### src/rtl/exec_pkg.sv
// Shared constants and types for the execute-stage sequencer and its decoder.
// Optional build macro: EXEC_BRANCH_CMP_EN (adds beq/bne compare opcodes).
package exec_pkg;

   localparam int unsigned DATA_W  = 32;
   localparam int unsigned SHAMT_W = 5;
   localparam int unsigned ALUC_W  = 4;
   localparam int unsigned OP_W    = 6;
   localparam int unsigned IMM_W   = 16;

   // ALU operation codes, matching the downstream ALU encoding
   localparam logic [ALUC_W-1:0] ALUC_ADDU = 4'b0000;
   localparam logic [ALUC_W-1:0] ALUC_SUBU = 4'b0001;
   localparam logic [ALUC_W-1:0] ALUC_ADD  = 4'b0010;
   localparam logic [ALUC_W-1:0] ALUC_SUB  = 4'b0011;
   localparam logic [ALUC_W-1:0] ALUC_AND  = 4'b0100;
   localparam logic [ALUC_W-1:0] ALUC_OR   = 4'b0101;
   localparam logic [ALUC_W-1:0] ALUC_XOR  = 4'b0110;
   localparam logic [ALUC_W-1:0] ALUC_NOR  = 4'b0111;
   localparam logic [ALUC_W-1:0] ALUC_LUI  = 4'b1000;
   localparam logic [ALUC_W-1:0] ALUC_SLTU = 4'b1010;
   localparam logic [ALUC_W-1:0] ALUC_SLT  = 4'b1011;
   localparam logic [ALUC_W-1:0] ALUC_SRA  = 4'b1100;
   localparam logic [ALUC_W-1:0] ALUC_SRL  = 4'b1101;
   localparam logic [ALUC_W-1:0] ALUC_SLL  = 4'b1110;

   // Opcodes
   localparam logic [OP_W-1:0] OP_RTYPE = 6'h00;
   localparam logic [OP_W-1:0] OP_BEQ   = 6'h04;
   localparam logic [OP_W-1:0] OP_BNE   = 6'h05;
   localparam logic [OP_W-1:0] OP_ADDI  = 6'h08;
   localparam logic [OP_W-1:0] OP_ADDIU = 6'h09;
   localparam logic [OP_W-1:0] OP_SLTI  = 6'h0A;
   localparam logic [OP_W-1:0] OP_SLTIU = 6'h0B;
   localparam logic [OP_W-1:0] OP_ANDI  = 6'h0C;
   localparam logic [OP_W-1:0] OP_ORI   = 6'h0D;
   localparam logic [OP_W-1:0] OP_XORI  = 6'h0E;
   localparam logic [OP_W-1:0] OP_LUI   = 6'h0F;

   // R-type funct codes
   localparam logic [OP_W-1:0] FN_SLL  = 6'h00;
   localparam logic [OP_W-1:0] FN_SRL  = 6'h02;
   localparam logic [OP_W-1:0] FN_SRA  = 6'h03;
   localparam logic [OP_W-1:0] FN_SLLV = 6'h04;
   localparam logic [OP_W-1:0] FN_SRLV = 6'h06;
   localparam logic [OP_W-1:0] FN_SRAV = 6'h07;
   localparam logic [OP_W-1:0] FN_ADD  = 6'h20;
   localparam logic [OP_W-1:0] FN_ADDU = 6'h21;
   localparam logic [OP_W-1:0] FN_SUB  = 6'h22;
   localparam logic [OP_W-1:0] FN_SUBU = 6'h23;
   localparam logic [OP_W-1:0] FN_AND  = 6'h24;
   localparam logic [OP_W-1:0] FN_OR   = 6'h25;
   localparam logic [OP_W-1:0] FN_XOR  = 6'h26;
   localparam logic [OP_W-1:0] FN_NOR  = 6'h27;
   localparam logic [OP_W-1:0] FN_SLT  = 6'h2A;
   localparam logic [OP_W-1:0] FN_SLTU = 6'h2B;

   typedef enum logic [1:0] {ST_IDLE, ST_DECODE, ST_EXEC, ST_DONE} state_t;

   // Sign-extend a 16-bit immediate to the datapath width
   function automatic logic [DATA_W-1:0] sext16(input logic [IMM_W-1:0] imm);
      return {{(DATA_W-IMM_W){imm[IMM_W-1]}}, imm};
   endfunction

endpackage

### src/rtl/alu_op_decode.sv
// Combinational decode of an instruction into ALU control and operands.
// Optional build macro: EXEC_BRANCH_CMP_EN (decodes beq/bne).
module alu_op_decode
   import exec_pkg::*;
(
   input  logic [OP_W-1:0]    opcode_i,
   input  logic [OP_W-1:0]    funct_i,
   input  logic [SHAMT_W-1:0] shamt_i,
   input  logic [IMM_W-1:0]   imm16_i,
   input  logic [DATA_W-1:0]  rs_i,
   input  logic [DATA_W-1:0]  rt_i,
   output logic [ALUC_W-1:0]  aluc_o,
   output logic [DATA_W-1:0]  a_o,
   output logic [DATA_W-1:0]  b_o,
`ifdef EXEC_BRANCH_CMP_EN
   output logic               branch_o,
   output logic               bne_o,
`endif
   output logic               is_addsub_o,
   output logic               illegal_o
);

   logic [ALUC_W-1:0] aluc;
   logic [DATA_W-1:0] a;
   logic [DATA_W-1:0] b;
   logic              ill;

   // Opcode/funct table; undecodable encodings force a benign addu of zeros
   always_comb begin
      aluc        = ALUC_ADDU;
      a           = rs_i;
      b           = rt_i;
      ill         = 1'b0;
      is_addsub_o = 1'b0;
`ifdef EXEC_BRANCH_CMP_EN
      branch_o    = 1'b0;
      bne_o       = 1'b0;
`endif
      case (opcode_i)
         OP_RTYPE: begin
            case (funct_i)
               FN_ADD:  begin aluc = ALUC_ADD; is_addsub_o = 1'b1; end
               FN_ADDU: aluc = ALUC_ADDU;
               FN_SUB:  begin aluc = ALUC_SUB; is_addsub_o = 1'b1; end
               FN_SUBU: aluc = ALUC_SUBU;
               FN_AND:  aluc = ALUC_AND;
               FN_OR:   aluc = ALUC_OR;
               FN_XOR:  aluc = ALUC_XOR;
               FN_NOR:  aluc = ALUC_NOR;
               FN_SLT:  aluc = ALUC_SLT;
               FN_SLTU: aluc = ALUC_SLTU;
               FN_SLL:  begin aluc = ALUC_SLL; a = DATA_W'(shamt_i); end
               FN_SRL:  begin aluc = ALUC_SRL; a = DATA_W'(shamt_i); end
               FN_SRA:  begin aluc = ALUC_SRA; a = DATA_W'(shamt_i); end
               FN_SLLV: begin aluc = ALUC_SLL; a = DATA_W'(rs_i[SHAMT_W-1:0]); end
               FN_SRLV: begin aluc = ALUC_SRL; a = DATA_W'(rs_i[SHAMT_W-1:0]); end
               FN_SRAV: begin aluc = ALUC_SRA; a = DATA_W'(rs_i[SHAMT_W-1:0]); end
               default: ill = 1'b1;
            endcase
         end
         OP_ADDI:  begin aluc = ALUC_ADD;  b = sext16(imm16_i); is_addsub_o = 1'b1; end
         OP_ADDIU: begin aluc = ALUC_ADDU; b = sext16(imm16_i); end
         OP_SLTI:  begin aluc = ALUC_SLT;  b = sext16(imm16_i); end
         OP_SLTIU: begin aluc = ALUC_SLTU; b = sext16(imm16_i); end
         OP_ANDI:  begin aluc = ALUC_AND;  b = DATA_W'(imm16_i); end
         OP_ORI:   begin aluc = ALUC_OR;   b = DATA_W'(imm16_i); end
         OP_XORI:  begin aluc = ALUC_XOR;  b = DATA_W'(imm16_i); end
         OP_LUI:   begin aluc = ALUC_LUI;  b = DATA_W'(imm16_i); end
`ifdef EXEC_BRANCH_CMP_EN
         OP_BEQ:   begin aluc = ALUC_SUBU; branch_o = 1'b1; end
         OP_BNE:   begin aluc = ALUC_SUBU; branch_o = 1'b1; bne_o = 1'b1; end
`endif
         default:  ill = 1'b1;
      endcase
      if (ill) begin
         aluc        = ALUC_ADDU;
         a           = '0;
         b           = '0;
         is_addsub_o = 1'b0;
      end
   end

   assign aluc_o    = aluc;
   assign a_o       = a;
   assign b_o       = b;
   assign illegal_o = ill;

endmodule

### src/rtl/alu_exec_seq.sv
// Multi-cycle execute sequencer: latch, decode, drive ALU, capture ALUOut.
// Optional build macro: EXEC_BRANCH_CMP_EN (beq/bne with branch_taken output).
module alu_exec_seq
   import exec_pkg::*;
(
   input  logic                clk,
   input  logic                rst_n,
   input  logic                start,
   input  logic [OP_W-1:0]     opcode,
   input  logic [OP_W-1:0]     funct,
   input  logic [SHAMT_W-1:0]  shamt,
   input  logic [IMM_W-1:0]    imm16,
   input  logic [DATA_W-1:0]   rs_val,
   input  logic [DATA_W-1:0]   rt_val,
   output logic [DATA_W-1:0]   alu_a,
   output logic [DATA_W-1:0]   alu_b,
   output logic [ALUC_W-1:0]   aluc,
   input  logic [DATA_W-1:0]   alu_r,
   input  logic                alu_zero,
   input  logic                alu_overflow,
   output logic                busy,
   output logic                done,
   output logic [DATA_W-1:0]   result,
   output logic                zero_q,
   output logic                wb_en,
   output logic                ovf_trap,
`ifdef EXEC_BRANCH_CMP_EN
   output logic                branch_taken,
`endif
   output logic                illegal
);

   state_t              state_q, state_d;
   logic [OP_W-1:0]     opcode_q, funct_q;
   logic [SHAMT_W-1:0]  shamt_q;
   logic [IMM_W-1:0]    imm16_q;
   logic [DATA_W-1:0]   rs_q, rt_q;
   logic [ALUC_W-1:0]   aluc_q;
   logic [DATA_W-1:0]   alu_a_q, alu_b_q, result_q;
   logic                is_addsub_q, illegal_dec_q;
   logic                busy_q, done_q, zero_flag_q, wb_en_q, ovf_trap_q, illegal_q;

   logic [ALUC_W-1:0]   dec_aluc;
   logic [DATA_W-1:0]   dec_a, dec_b;
   logic                dec_is_addsub, dec_illegal;
   logic                accept_c, ovf_c;

`ifdef EXEC_BRANCH_CMP_EN
   logic                dec_branch, dec_bne;
   logic                branch_q, bne_q, branch_taken_q;
`endif

   alu_op_decode u_decode (
      .opcode_i    (opcode_q),
      .funct_i     (funct_q),
      .shamt_i     (shamt_q),
      .imm16_i     (imm16_q),
      .rs_i        (rs_q),
      .rt_i        (rt_q),
      .aluc_o      (dec_aluc),
      .a_o         (dec_a),
      .b_o         (dec_b),
`ifdef EXEC_BRANCH_CMP_EN
      .branch_o    (dec_branch),
      .bne_o       (dec_bne),
`endif
      .is_addsub_o (dec_is_addsub),
      .illegal_o   (dec_illegal)
   );

   // Start is only honoured when no operation is in flight
   assign accept_c = start && ((state_q == ST_IDLE) || (state_q == ST_DONE));
   // Overflow is meaningless (possibly Z/X) outside add/sub, so gate it off
   assign ovf_c    = is_addsub_q & alu_overflow;

   // Next-state logic
   always_comb begin
      state_d = state_q;
      case (state_q)
         ST_IDLE:   if (start) state_d = ST_DECODE;
         ST_DECODE: state_d = ST_EXEC;
         ST_EXEC:   state_d = ST_DONE;
         ST_DONE:   state_d = start ? ST_DECODE : ST_IDLE;
         default:   state_d = ST_IDLE;
      endcase
   end

   // State, operand latch, decode register and result capture
   always_ff @(posedge clk or negedge rst_n) begin
      if (!rst_n) begin
         state_q       <= ST_IDLE;
         opcode_q      <= '0;
         funct_q       <= '0;
         shamt_q       <= '0;
         imm16_q       <= '0;
         rs_q          <= '0;
         rt_q          <= '0;
         aluc_q        <= '0;
         alu_a_q       <= '0;
         alu_b_q       <= '0;
         is_addsub_q   <= 1'b0;
         illegal_dec_q <= 1'b0;
         result_q      <= '0;
         zero_flag_q   <= 1'b0;
         busy_q        <= 1'b0;
         done_q        <= 1'b0;
         wb_en_q       <= 1'b0;
         ovf_trap_q    <= 1'b0;
         illegal_q     <= 1'b0;
`ifdef EXEC_BRANCH_CMP_EN
         branch_q       <= 1'b0;
         bne_q          <= 1'b0;
         branch_taken_q <= 1'b0;
`endif
      end else begin
         state_q    <= state_d;
         busy_q     <= (state_d == ST_DECODE) || (state_d == ST_EXEC);
         done_q     <= 1'b0;
         wb_en_q    <= 1'b0;
         ovf_trap_q <= 1'b0;
         illegal_q  <= 1'b0;
`ifdef EXEC_BRANCH_CMP_EN
         branch_taken_q <= 1'b0;
`endif
         if (accept_c) begin
            opcode_q <= opcode;
            funct_q  <= funct;
            shamt_q  <= shamt;
            imm16_q  <= imm16;
            rs_q     <= rs_val;
            rt_q     <= rt_val;
         end
         if (state_q == ST_DECODE) begin
            aluc_q        <= dec_aluc;
            alu_a_q       <= dec_a;
            alu_b_q       <= dec_b;
            is_addsub_q   <= dec_is_addsub;
            illegal_dec_q <= dec_illegal;
`ifdef EXEC_BRANCH_CMP_EN
            branch_q      <= dec_branch;
            bne_q         <= dec_bne;
`endif
         end
         if (state_q == ST_EXEC) begin
            done_q <= 1'b1;
            if (illegal_dec_q) begin
               illegal_q <= 1'b1;
`ifdef EXEC_BRANCH_CMP_EN
            end else if (branch_q) begin
               branch_taken_q <= bne_q ? ~alu_zero : alu_zero;
`endif
            end else if (ovf_c) begin
               ovf_trap_q <= 1'b1;
            end else begin
               wb_en_q     <= 1'b1;
               result_q    <= alu_r;
               zero_flag_q <= alu_zero;
            end
         end
      end
   end

   assign alu_a    = alu_a_q;
   assign alu_b    = alu_b_q;
   assign aluc     = aluc_q;
   assign busy     = busy_q;
   assign done     = done_q;
   assign result   = result_q;
   assign zero_q   = zero_flag_q;
   assign wb_en    = wb_en_q;
   assign ovf_trap = ovf_trap_q;
   assign illegal  = illegal_q;
`ifdef EXEC_BRANCH_CMP_EN
   assign branch_taken = branch_taken_q;
`endif

endmodule

### config.mk
export PLATFORM = sky130hd
export DESIGN_NAME = alu_exec_seq
export DESIGN_NICKNAME = d
export VERILOG_FILES = /design/src/rtl/exec_pkg.sv /design/src/rtl/alu_op_decode.sv /design/src/rtl/alu_exec_seq.sv
export SDC_FILE = /design/constraint.sdc
export NUM_CORES = 1
export LEC_CHECK = 0
export ABC_CLOCK_PERIOD_IN_PS = 3100
export CAP_MARGIN = 20
export CORE_MARGIN = 2
export CORE_UTILIZATION = 50
export CTS_CLUSTER_SIZE = 40
export DETAILED_ROUTE_END_ITERATION = 7
export PLACE_DENSITY = 0.82
export SYNTH_ARGS = -nofsm -noshare
export SYNTH_HDL_FRONTEND = slang
export SYNTH_HIERARCHICAL = 1
export SYNTH_SLANG_ARGS = --single-unit
### constraint.sdc
create_clock -name clk -period 3.1 [get_ports clk]
set_input_delay 0.62 -clock clk [delete_from_list [all_inputs] [get_ports clk]]
set_output_delay 0.62 -clock clk [all_outputs]
set_load 0.02 [all_outputs]
# Yosys cells after proc, flatten, opt, wreduce, memory -nomap -nowiden
# Index checks and enable logic that the tools add are counted.
# Widths: inputs -> output; s select.
# classes
addsub	0
mul	0
div_mod_pow	0
magnitude_cmp	0
eq_ne	28
n_shift	0
muxes	25
bitwise_logic	3
n_reduce_logical	17
# op_table
op	n
$pmux 32 s2	2
$mux 32	3
$eq 6x6->1 const B	10
$eq 6x4->1 const B	8
$pmux 4 s12	1
$pmux 4 s8	1
$eq 6x3->1 const B	3
$reduce_or 16->1	1
$mux 1	13
$eq 6x2->1 const B	2
$logic_not 6->1	2
$pmux 2 s4	1
$reduce_or 2->1	4
$reduce_or 4->1	2
$reduce_or 8->1	1
$eq 2x2->1 const B	3
$reduce_or 3->1	2
$eq 2x1->1 const B	2
$mux 4	1
$pmux 1 s2	2
$reduce_and 3->1	1
$logic_not 2->1	1
$logic_or 1x1->1	2
$mux 2	1
3 further kinds	4
# word_totals
ff_bits	207
latchBits	0
ramBits	0
romBits	0
in_bits	134
wordCells	92
memories	0

# Depth between registers and ports, before layout
# depth
word_depth	5
mapped_depth	9
mapped_depth_nobuf	6

# Cells and area by module
# The synthesis kept the hierarchy.
# modules_own_cells
module	instances	cells_each	area_per_inst_um2
alu_exec_seq	1	444	7835.0
alu_op_decode	1	196	1042.2

# Least setup slack after synthesis
# No wires, ideal clock.
# synth_timing
path_kind	register to register
startpoint	reg opcode_q[0]
endpoint	reg alu_a_q[11], in the netlist alu_a[11]
arrival_time_ns	1.944
t_required_ns	2.975
path_slack_ns	1.031
path_stages_with_launch	8
path_buffers	2
synth_period_minus_slack_ns	2.069
cell_sequence	dfrtp_1 -> nor3_4 -> nand3_4 -> or4_4 -> buf_6 -> buf_6 -> and3_1 -> mux2_2
# synth_via
elab_chain_len	4
elab_cells_between_ends	13
# synth_rtl
element	line_no	rtl
from (decl)	alu_exec_seq.sv:34	logic [OP_W-1:0] opcode_q, funct_q;
from (signal assigned)	alu_exec_seq.sv:126	opcode_q <= opcode;
$eq 6x4->1	alu_op_decode.sv:39	case (opcode_i)
$reduce_or 8->1 (no source line)	-	
$pmux 1 s2	alu_op_decode.sv:39	
$mux 32 *	alu_op_decode.sv:75	if (ill) begin
named net dec_a[11]	alu_exec_seq.sv:44	logic [DATA_W-1:0] dec_a, dec_b;
to (signal assigned)	alu_exec_seq.sv:99	alu_a_q <= '0;
to (signal assigned)	alu_exec_seq.sv:135	alu_a_q <= dec_a;
to (decl)	alu_exec_seq.sv:39	logic [DATA_W-1:0] alu_a_q, alu_b_q, result_q;
# The timed path passes the listed nets; every way through them passes the cells marked *.
# A chain may end at the register's enable or synchronous reset.

# Worst setup path after layout
# layout_timing
startpoint	reg opcode_q[4]
endpoint	reg alu_b_q[9], in the netlist alu_b[9]
# layout_via
elab_chain_len	4
elab_cells_between_ends	15
# layout_rtl
element	line_no	rtl
$eq 6x4->1	alu_op_decode.sv:39	
$reduce_or 8->1 (no source line)	-	
$pmux 1 s2 *	alu_op_decode.sv:39	
named net dec_illegal	alu_exec_seq.sv:45	logic dec_is_addsub, dec_illegal;
$mux 32 *	alu_op_decode.sv:75	
named net dec_b[9]	alu_exec_seq.sv:44	
to (signal assigned)	alu_exec_seq.sv:100	alu_b_q <= '0;
to (signal assigned)	alu_exec_seq.sv:136	alu_b_q <= dec_b;
to (decl)	alu_exec_seq.sv:39	
# Marked as above.

==> impl_metrics.py <==
metrics = {
    "run_status": {
        "status": "complete, no violations",
    },
    "timing": {
        "clock.fmax_mhz": 449.3,
        "final_max_slew_viol_count": 0,
        "finalCriticalPeriod_ns": 2.226,
        "finalSetupTns_ns": 0,
        "hold_viol_final": 0,
        "worst_pin_slew_ns": 1.008,
        "setup_viol": 0,
        "setup_slack_ns": 0.8745,
        "period_share": 0.7179,
        "rsz0062_at_grt": "false",
        "slew_headroom": 0.3281,
        "finClkSkew_ns": 0.01145,
    },
    "logic_synthesis": {
        "ys_seq_area_frac": 0.5835,
        "synth_nets": 778,
        "ys_seq_elements": 207,
        "synth_edf_count": 0,
        "ys_top_cells_by_area": "dfrtp_1 58%, mux2_2 21%, mux2_4 5.1%",
        "synth_top_area_cell": "dfrtp_1",
        "yosysWarnings": 6,
        "syn_area_um2": 8877,
        "synthFlopType": "dfrtp_1",
        "yosysUniqueCellTypes": 42,
        "synth.avg_cell_area_um2": 13.87,
        "synth.top_cell.area_share": 0.5835,
        "synthArstFlopShare": 1.000,
        "netlist_instances": 640,
    },
    "grt": {
        "grt_pass1_vias": 6272,
        "antenna_found_initial": 0,
        "grt_overflow_total": 0,
        "grt_max_degree": 91,
        "grt_pass1_wl_um": 31950,
        "grt_util_all_layers": 0.2152,
    },
    "critical_path": {
        "path_class": "flop to flop",
        "cp.required_ns": 3.48,
        "crit_fanout": 38,
        "path_cells": "nor2_4, nand2_1, a2bb2oi_2, inv_2, a21oi_1, mux2_2",
        "crit_arrival_ns": 2.60,
        "start_kind": "flop",
        "cpPeakStageDelay_ns": 0.57,
        "worstSetupEndpointType": "flop",
        "crit_path_top_delay_cell": "inv_2",
        "reg2reg_depth": 6,
    },
    "flow_run": {
        "maxCapViolations": 0,
    },
    "place": {
        "pre_cts_slack_ns": 0.8216,
        "dp_hpwl_um": 13940,
        "numPortBuffers": 239,
        "routabilityCongestion": 0.8105,
    },
    "floorplanning": {
        "die_y_um": 137.2,
        "pin_count": 240,
        "rows": 48,
        "die_area_um2": 18840,
        "core_um2": 17360,
        "start_util": 0.5115,
        "die_w_um": 137.2,
    },
    "power": {
        "swShare": 0.3315,
        "max-vdd-ir-drop_mv": 0.5919,
        "p_leak_uw": 0.005498,
        "total_power_uw": 13720,
        "p_seq_frac": 0.355,
        "internal_power_uw": 9174,
        "power_density_nw_per_um2": 1118,
        "p_clk_frac": 0.213,
        "p_sw_uw": 4550,
        "p_comb_frac": 0.432,
    },
    "clock_network": {
        "clockBufferDepth": 3,
        "cts_sinks": 207,
        "root_buffer": "clkbuf_16",
        "cts.repair.resized": 0,
        "post_cts_buffers": 0,
        "cts_max_level": 1,
        "clk_pin_slew_ns": 0.06,
        "cts_tree": "built",
        "ctsHoldBuffers": 0,
        "cts_buffers": 22,
        "clock_latency_ns": 0.50,
    },
    "detailed_routing": {
        "drt_wl_total_um": 20440,
        "drc": 0,
        "via_per_inst": 5.286,
        "firstDrtPassIters": 4,
        "via_count": 5868,
        "routedWlPerCell_um": 18.42,
        "antenna_left": 0,
        "drtIter0Drc": 180,
    },
    "final_layout": {
        "fin_nets": 1009,
        "multi_input_area_um2": 3432,
        "drive_above_1_share": 0.2881,
        "area_growth_pct": 38.22,
        "register_area_um2": 5180,
        "n_fill_cell": 1159,
        "num_antenna_cells": 0,
    },
    "worst_hold_path": {
        "hold_class": "input pin to async pin",
    },
}
==> metrics by stage <==
| stage | util | instance area, um2 | hold WS, ns | cells |
|---|---|---|---|---|
| after floorplan | - | 8877 | 0.3244 | 640 |
| after global routing | 0.7070 | 12270 | 0.09544 | 1110 |
| final | 0.7070 | 12270 | 0.08161 | 1110 |
| after CTS | 0.7070 | 12270 | 0.08702 | 1110 |
| after detailed placement | 0.6595 | 11450 | 0.4749 | 1072 |
| after global placement | 0.6595 | 11450 | 0.4593 | 1072 |
==> placed cells by master, fill, tap and decap left out, types with 2 or more instances in the layout <==
cell type	instances
a211oi_1	2
bufinv_16	5
nor2_1	6
buf_12	5
o21ai_0	2
mux2_4	30
buf_4	4
xor2_1	2
o22ai_1	2
nand3_1	8
and2_1	2
clkdlybuf4s50_1	238
inv_1	6
dfrtp_1	207
clkbuf_16	23
and3_1	28
clkbuf_8	6
mux2_1	5
nand2b_1	4
nand2_1	53
ha_1	3
o21ai_1	8
clkinvlp_4	2
a21oi_1	42
mux2_2	166
a21o_1	2
clkinv_2	3
==> logic make-up (layout without fill, tap and decap cells) <==
group / Yosys count / after routing / synth area share
simple gates: 113 / 113 / 0.06709
xor+xnor: 2 / 2 / 0.001974
mux: 202 / 202 / 0.2688
buf+inv: 48 / 293 / 0.03213
fa+ha+maj: 4 / 4 / 0.005638
compound gates: 64 / 64 / 0.04087
flops: 207 / 207 / 0.5835
==> worst max-delay path, delay by kind of cell, from the launching register on <==
| family | cells | cell delay, ns |
|---|---|---|
| AOI/OAI and AO/OA | 2 | 0.27 |
| buffers and inverters | 1 | 0.57 |
| DFF | 1 | 0.40 |
| muxes | 1 | 0.31 |
| and+or+nand+nor | 2 | 0.54 |
==> final cells by class <==
cell class | instances | area share
Clock inverter | 10 | 0.01468
Tap cell | 225 | 0.02294
Multi-Input combinational cell | 385 | 0.2797
Sequential cell | 207 | 0.4221
Clock buffer | 28 | 0.05251
Timing Repair Buffer | 248 | 0.2059
Inverter | 7 | 0.002141
==> worst paths after layout <==
path,from,endpoint,slack (ns)
max reg2reg,opcode_q[4],alu_b[9],0.87
max,opcode_q[4],alu_b[9],0.87
min in group clk,illegal_dec_q,ovf_trap,0.48
min,rst_n,rt_q[18],0.08
min reg2reg,illegal_dec_q,ovf_trap,0.48
max in group asynchronous,rst_n,imm16_q[13],2.15
==> power groups by stage <==
stage,Sequential [uW],Combinational (uW),Clock [uW]
4_1_cts,4880,6000,2970
6_report,4870,5930,2920
3_5_place_dp,4910,5980,0
3_3_place_gp,4810,5790,0
2_1_floorplan,5480,3110,0
5_1_grt,5050,6350,3090
==> flip-flops by register name (all words and copies together) (netlist names) <==
register,count
opcode_q,6
aluc,4
ovf_trap,1
alu_b,32
result,32
state_q,2
illegal_dec_q,1
shamt_q,5
rs_q,32
is_addsub_q,1
zero_q,1
funct_q,6
wb_en,1
illegal,1
done,1
rt_q,32
busy,1
alu_a,32
imm16_q,16
==> synth_stat cells (4+ instances only) <==
cell	instances
mux2_2	166
nand2b_1	4
inv_1	6
o21ai_1	8
nand3_1	8
a21oi_1	42
nor2_1	6
buf_2	12
buf_4	6
and3_1	28
mux2_1	5
buf_6	9
mux2_4	30
ha_1	4
dfrtp_1	207
clkbuf_1	14
nand2_1	53
==> per-layer routing <==
metal  track usage  share of wire  wire length [um]
met5             0              0                 0
met2        0.3588           0.48              9878
met3       0.05556          0.077              1576
met4       0.06300          0.023               465
met1        0.2788           0.42              8522
No activity file was read; power rests on OpenSTA's default activity.
